<file path="src/rtl/issue_scoreboard_pkg.sv">
// Shared types and operand-usage decode for the issue scoreboard.
// Opcode values follow the RV32I base encoding.
package issue_scoreboard_pkg;

  typedef enum logic [6:0] {
    OP_LUI      = 7'b0110111,
    OP_AUIPC    = 7'b0010111,
    OP_JAL      = 7'b1101111,
    OP_JALR     = 7'b1100111,
    OP_BRANCH   = 7'b1100011,
    OP_LOAD     = 7'b0000011,
    OP_STORE    = 7'b0100011,
    OP_ALU_IMM  = 7'b0010011,
    OP_ALU      = 7'b0110011,
    OP_MISC_MEM = 7'b0001111,
    OP_SYSTEM   = 7'b1110011
  } opcode_t;

  typedef struct packed {
    logic rs1_used;
    logic rs2_used;
    logic rd_written;
  } reg_use_t;

  // Takes raw opcode bits so unknown encodings fall to the default (rs1 read, no rd write)
  // without an enum cast. SYSTEM with funct3!=0 is a CSR access; funct3==0 is ECALL/EBREAK.
  function automatic reg_use_t reg_use(input logic [6:0] op, input logic [2:0] funct3);
    reg_use_t u;
    u.rs1_used   = 1'b1;
    u.rs2_used   = 1'b0;
    u.rd_written = 1'b0;
    case (op)
      OP_LUI, OP_AUIPC, OP_JAL: begin
        u.rs1_used   = 1'b0;
        u.rd_written = 1'b1;
      end
      OP_JALR, OP_LOAD, OP_ALU_IMM: u.rd_written = 1'b1;
      OP_ALU: begin
        u.rs2_used   = 1'b1;
        u.rd_written = 1'b1;
      end
      OP_BRANCH, OP_STORE: u.rs2_used = 1'b1;
      OP_MISC_MEM:         u.rs1_used = 1'b0;
      OP_SYSTEM: begin
        u.rs1_used   = (funct3 != 3'd0);
        u.rd_written = (funct3 != 3'd0);
      end
      default: ;
    endcase
    return u;
  endfunction

endpackage

</file>
<file path="src/rtl/issue_scoreboard_hazard_check.sv">
// Combinational RAW/WAW hazard and capacity check for the instruction at decode.
module issue_hazard_check
  import issue_scoreboard_pkg::*;
#(
  parameter int MAX_INFLIGHT = 4,
  parameter int CNT_W        = 4
) (
  input  logic [31:0]      t_instr,
  input  logic [31:0]      pend,
  input  logic [CNT_W-1:0] inflight_eff,
  output logic             hazard,
  output logic             full,
  output logic             tracked
);

  logic [4:0] rs1;
  logic [4:0] rs2;
  logic [4:0] rd;
  reg_use_t   use_w;
  logic       unused_funct7;

  assign rs1           = t_instr[19:15];
  assign rs2           = t_instr[24:20];
  assign rd            = t_instr[11:7];
  assign unused_funct7 = ^t_instr[31:25];

  assign use_w   = reg_use(t_instr[6:0], t_instr[14:12]);
  assign tracked = use_w.rd_written & (rd != 5'd0);

  assign hazard = (use_w.rs1_used & pend[rs1])
                | (use_w.rs2_used & pend[rs2])
                | (tracked        & pend[rd]);

  assign full = tracked & (inflight_eff == CNT_W'(MAX_INFLIGHT));

endmodule

</file>
<file path="src/rtl/issue_scoreboard.sv">
// Issue scoreboard: pending-write tracking and hazard-gated decode->execute handshake.
// Define SCOREBOARD_WB_BYPASS_EN to let a consumer issue in its producer's writeback cycle.
module issue_scoreboard
  import issue_scoreboard_pkg::*;
#(
  parameter int MAX_INFLIGHT = 4,
  parameter int CNT_W        = 4
) (
  input  logic             clk,
  input  logic             rstf,
  input  logic [31:0]      t_instr,
  input  logic             t_valid,
  output logic             t_ready,
  output logic             i_valid,
  input  logic             i_ready,
  input  logic             wb_valid,
  input  logic [4:0]       wb_rd,
  input  logic             flush,
  output logic [31:0]      busy_mask,
  output logic [CNT_W-1:0] inflight,
  output logic             sb_err
);

  logic [31:0]      pend_q, pend_d, pend_eff;
  logic [CNT_W-1:0] cnt_q, cnt_d, cnt_eff;
  logic             err_q;
  logic             wb_hit;
  logic             hazard, full, tracked;
  logic             gate, issue, set_rd;
  logic [4:0]       rd;

  // x0 is never set, so a hit also excludes writebacks to x0.
  assign wb_hit = wb_valid & pend_q[wb_rd];
  assign rd     = t_instr[11:7];

`ifdef SCOREBOARD_WB_BYPASS_EN
  logic [31:0] wb_onehot;
  assign wb_onehot = wb_valid ? (32'd1 << wb_rd) : 32'd0;
  assign pend_eff  = pend_q & ~wb_onehot;
  assign cnt_eff   = cnt_q - CNT_W'(wb_hit);
`else
  assign pend_eff  = pend_q;
  assign cnt_eff   = cnt_q;
`endif

  issue_hazard_check #(
    .MAX_INFLIGHT (MAX_INFLIGHT),
    .CNT_W        (CNT_W)
  ) u_hazard (
    .t_instr      (t_instr),
    .pend         (pend_eff),
    .inflight_eff (cnt_eff),
    .hazard       (hazard),
    .full         (full),
    .tracked      (tracked)
  );

  // Reset is folded in so the handshake stays closed while rstf is held low.
  assign gate    = ~hazard & ~full & ~flush & rstf;
  assign i_valid = t_valid & gate;
  assign t_ready = i_ready & gate;
  assign issue   = i_valid & i_ready;
  assign set_rd  = issue & tracked;

  always_comb begin
    // NOTE: every output of this block gets a default first, so no path can infer a latch.
    pend_d = pend_q;
    cnt_d  = cnt_q;
    if (flush) begin
      pend_d = '0;
      cnt_d  = '0;
    end else begin
      // Clear before set: same-register writeback and reissue leaves the bit set.
      if (wb_hit) pend_d[wb_rd] = 1'b0;
      if (set_rd) pend_d[rd]    = 1'b1;
      case ({set_rd, wb_hit})
        2'b10:   cnt_d = cnt_q + CNT_W'(1);
        2'b01:   cnt_d = cnt_q - CNT_W'(1);
        default: ;
      endcase
    end
  end

  always_ff @(posedge clk or negedge rstf) begin
    if (!rstf) begin
      pend_q <= '0;
      cnt_q  <= '0;
      err_q  <= 1'b0;
    end else begin
      // NOTE: non-blocking so every flop here samples pre-edge values of the others.
      pend_q <= pend_d;
      cnt_q  <= cnt_d;
      if (wb_valid & ~wb_hit & ~flush) err_q <= 1'b1;
    end
  end

  assign busy_mask = pend_q;
  assign inflight  = cnt_q;
  assign sb_err    = err_q;

endmodule

</file>
<file path="config.mk">
export PLATFORM = sky130hd
export DESIGN_NAME = issue_scoreboard
export DESIGN_NICKNAME = d
export VERILOG_FILES = /design/src/rtl/issue_scoreboard_pkg.sv /design/src/rtl/issue_scoreboard_hazard_check.sv /design/src/rtl/issue_scoreboard.sv
export SDC_FILE = /design/constraint.sdc
export NUM_CORES = 1
export LEC_CHECK = 0
export BUFFER_PORTS_ARGS = -buffer_cell sky130_fd_sc_hd__buf_2
export CELL_PAD_IN_SITES_DETAIL_PLACEMENT = 1
export CELL_PAD_IN_SITES_GLOBAL_PLACEMENT = 1
export CORE_UTILIZATION = 37
export DETAILED_ROUTE_END_ITERATION = 8
export MAX_ROUTING_LAYER = met4
export PLACE_DENSITY_LB_ADDON = 0.1
export SLEW_MARGIN = 20
export SYNTH_ARGS = -nofsm -noshare
export SYNTH_HDL_FRONTEND = slang
export SYNTH_SLANG_ARGS = --single-unit
</file>
<file path="constraint.sdc">
create_clock -name clk -period 3.7 [get_ports clk]
set_input_delay 1.11 -clock clk [delete_from_list [all_inputs] [get_ports clk]]
set_output_delay 1.11 -clock clk [all_outputs]
set_load 0.05 [all_outputs]
</file>
==> summary by stage <==
Synth
The Yosys step of the flow raised 0 warnings. The share of the synthesized area in the top cell type is 28.78%. Counting distinct cell types in the post-synthesis netlist gives 54. The synthesized net count is 367. The post-synthesis cell count is 321. The largest area contributor in the netlist is sky130_fd_sc_hd__dfrtp_1. The async set-or-reset flop fraction in the synthesized netlist is 100.0%. Sequential elements use 28.78% of the synthesized area. Yosys attributes the largest share of cell area to sky130_fd_sc_hd__dfrtp_1 29%, sky130_fd_sc_hd__mux4_2 13%, sky130_fd_sc_hd__mux2i_1 12%. The count of state elements after synthesis is 37.

The cell area after synthesis is 3217 um2. The number of enable-type register cells in the synthesized netlist is 0. The average instance in the mapped netlist occupies 10.02 um2.

Among all flip-flop cells after synthesis, the most frequent one is sky130_fd_sc_hd__dfrtp_1.

Timing
The worst hold slack is 0.4853 ns. Setup repair after global routing could not meet its margin everywhere. The tightest slew margin relative to the limit is 65.96%. The number of setup violations in the final report is 3.

The post-route minimum period is roughly 3.9 ns. The post-route fraction of the period consumed by the critical path is 106.5%. The slew at the pin closest to its max-slew limit is ~0.51 ns. The number of hold violations in the final report is 0. The clock tree skew after final layout is 0.006747 ns. Timing would allow up to 0.2537 GHz.

The max-slew violation count came to 0. In the post-route analysis, the smallest setup slack over all paths is -0.2420 ns.

Clock tree
The clock tree synthesis step divided the H-tree into 2 levels. The CTS buffer count is 5. The buffer depth of the longest clock path is 2. After clock tree synthesis, the clock-pin slew on the worst setup and hold paths is 0.09 ns.

In this run the clock root is driven by a sky130_fd_sc_hd__clkbuf_8. For the worst-skew pair, the clock arrives at the later sink with an insertion delay of 0.30 ns. The sink count of the clock tree is 37. TritonCTS built the clock tree. The hold buffer count at cts is 0.

Pwr
The leakage power figure is 0.002045 uW. VDD sags by at most 0.0001499 V. The power density relative to cell area is 238.7 nW/um2.

Detailed routing
Once detail routing completed, the nets flagged for antenna violations numbered 0. Dividing the detail-routed via count by the number of cells gives a little over 6. The via count is 3426. After detailed routing, the number of remaining DRC violations is 0. The number of DRC markers after the initial detailed-route iteration is 228. The first TritonRoute pass finished after 5 iterations. In the final routed layout, each cell accounts on average for 23.31 um. The detailed-route wire length is between 10000 and 15000 um.

Setup path
For the worst setup path, the data arrival time is 2.83 ns. STA classifies the critical path startpoint as a primary input. Traced cell by cell, the critical path runs through buf_2, buf_4, buf_4, or2_2, o22ai_1, o31ai_2, buf_4, a21oi_2, and2_4, buf_8.

The worst path buffer plus inverter count is 5. The cell repeated most along the worst path is sky130_fd_sc_hd__buf_4. Of all nets on the critical path, the largest fanout is 11. The kind of capture point of the worst setup path is a primary output. The maximum single-stage delay on the critical path is 0.32 ns. The required time at the endpoint of the critical path is 2.59 ns.

The worst setup path startpoint is t_instr[9]. In this run the critical register-to-register path is launched from busy_mask[5]. The worst-path cell with the longest stage delay is sky130_fd_sc_hd__or2_2. The kind of critical path is primary input to primary output. Among cell families on the critical path, the largest total delay comes from buffers and inverters.

Cells and area
The fraction of layout instances using a drive strength above 1 is 43.85%. The finished layout holds 552 standard cells, fillers aside. The area growth from synthesis to layout is 37.92%. The post-layout net count is 492.

For this run, the share of the core covered by cells in the final layout is 53.46%. The filler cells instantiated in the layout total 945. 0 antenna diodes ended up in the layout.

Placement
During placement, the flow inserted port buffers numbering 74. Prior to clock tree synthesis, the placed netlist has a worst setup slack of -0.7139 ns. Including well taps, the total number of placed cells is 540. The estimated wirelength of the detail-placed design is around 9400 um. The congestion estimate from routability-driven global placement came to just under 1.

Die
In this run the vertical extent of the chip is around 95 um. The number of standard-cell rows in the floorplan is 33. Pin placement for this block handled between 80 and 90 I/O pins.

The area inside the core boundary is 8299 um2. The area of the die is 9071 um2. The initial utilization of the core area, before any placement, comes to between 30% and 40%.

The horizontal die dimension is about 95 um.

Global routing
The pin count of the biggest net entering global routing is 38. The via count of the first global-routing pass came to roughly 3500. For this run, the total global-route usage over all layers was measured as 30.97%.

The total overflow left after global routing is 0. The first global-routing pass estimated 20030 um of wire. The number of antenna violations at the first check in global routing is 0.

Worst hold path
The classification of the worst-slack hold path is flip-flop to flip-flop. The start point of the worst min-delay path is sb_err.

Status
The run finished, with violations left. The checks that failed: negative setup slack.

Job
Max-cap violations in this run came to 0.
[where the power goes]
| part | leakage, uW | switching (uW) | internal, uW |
|---|---|---|---|
| clock network | 0.0000585 | 174 | 202 |
| registers | 0.000510 | 4.94 | 407 |
| logic | 0.00148 | 145 | 126 |
| total | 0.00205 | 324 | 735 |
[logic make-up (layout without fill, tap and decap cells)]
group | Yosys count | after routing | synth area share, %
mux | 59 | 59 | 26.45
simple gates | 112 | 112 | 20.23
xor+xnor | 2 | 2 | 0.7781
buf+inv | 31 | 157 | 4.473
compound gates | 77 | 77 | 17.89
flops | 37 | 37 | 28.78
fa+ha+maj | 3 | 3 | 1.400
[final cells by class]
| class | instances | area (um2) | area share (%) |
|---|---|---|---|
| Clock buffer | 5 | 68.82 | 1.551 |
| Clock inverter | 3 | 43.79 | 0.9870 |
| Inverter | 5 | 18.77 | 0.4230 |
| Multi-Input combinational cell | 253 | 2251 | 50.73 |
| Sequential cell | 37 | 925.9 | 20.87 |
| Tap cell | 105 | 131.4 | 2.961 |
| Timing Repair Buffer | 144 | 997.2 | 22.48 |
[synth_stat cells, types with 3 or more instances]
library cell and n:
sky130_fd_sc_hd__nand3_1 6, sky130_fd_sc_hd__a22oi_1 3, sky130_fd_sc_hd__or2_2 3, sky130_fd_sc_hd__o211ai_1 15, sky130_fd_sc_hd__buf_2 7, sky130_fd_sc_hd__a21oi_1 4
sky130_fd_sc_hd__o32ai_1 3, sky130_fd_sc_hd__a32o_1 17, sky130_fd_sc_hd__or3_1 4, sky130_fd_sc_hd__nor3b_1 10, sky130_fd_sc_hd__mux4_2 18, sky130_fd_sc_hd__nor3_1 4
sky130_fd_sc_hd__o22ai_1 3, sky130_fd_sc_hd__nand3b_1 10, sky130_fd_sc_hd__nand2_1 33, sky130_fd_sc_hd__buf_4 3, sky130_fd_sc_hd__nand2b_1 5, sky130_fd_sc_hd__nor2b_1 3
sky130_fd_sc_hd__dfrtp_1 37, sky130_fd_sc_hd__inv_1 5, sky130_fd_sc_hd__a31oi_1 3, sky130_fd_sc_hd__clkbuf_1 14, sky130_fd_sc_hd__and3_1 6, sky130_fd_sc_hd__mux2i_1 37
sky130_fd_sc_hd__o221ai_1 3, sky130_fd_sc_hd__nor2_1 11, sky130_fd_sc_hd__and3b_1 3, sky130_fd_sc_hd__o21ai_0 16, sky130_fd_sc_hd__and2_1 3
[routing by layer]
| metal | track usage [%] | share of wire, % | up-vias |
|---|---|---|---|
| met5 | - | 0 | - |
| met1 | 38.99 | 42 | 1722 |
| met2 | 51.37 | 50 | 153 |
| li1 | - | - | 1524 |
| met4 | 10.61 | 2.7 | 0 |
| met3 | 3.748 | 5.8 | 27 |
[path summary, 6_finish.rpt]
check / to / slack [ns] / cells past startpoint
min reg2reg: sb_err / 0.49 / 1
max in group asynchronous: busy_mask[7] / 2.41 / 2
min: sb_err / 0.49 / 1
min in group asynchronous: inflight[0] / 0.93 / 2
max: i_valid / -0.24 / 10
max reg2reg: inflight[3] / 0.20 / 14
[flip-flops by register name (all words and copies together) (netlist names)]
register / flops
busy_mask: 32
inflight: 4
sb_err: 1
[timing repair]
action / 4_1_cts / 5_1_grt
gates resized for setup: 30 / 6
buffers inserted: 3 / 0
endpoints found under the setup margin: 3 / 5
cloned: 1 / 0
pin swaps: 9 / 5
[placed cells by master (no fill, tap or decap), drive strengths merged, types with 2 or more instances in the layout]
master  instances
or2             3
or3             4
clkbuf          5
nand4           2
a21o            2
mux4           20
nor2b           3
inv             6
nand3           6
nor3b          10
mux2i          37
o22ai           3
nor2           11
and2            3
dfrtp          37
o211ai         15
ha              2
o221ai          3
a22oi           3
a32o           17
nand2b          5
and4            2
mux2            2
buf           144
o32ai           3
nand3b         10
nand2          33
or3b            2
and3            6
xor2            2
o21ai          16
a21oi           4
o31ai           2
a31oi           3
and3b           3
nor3            4
[stage by stage]
stage | power (uW) | setup TNS, ns | area [um2]
after floorplan | 549.6 | -0.5056 | 3256
after global placement | 655.7 | -1.928 | 4113
after detailed placement | 663.7 | -2.809 | 4113
after CTS | 1059 | -0.6876 | 4399
after global routing | 1104 | -0.9021 | 4437
final | 1059 | -0.7175 | 4437
(Power assumes the default switching activity.)
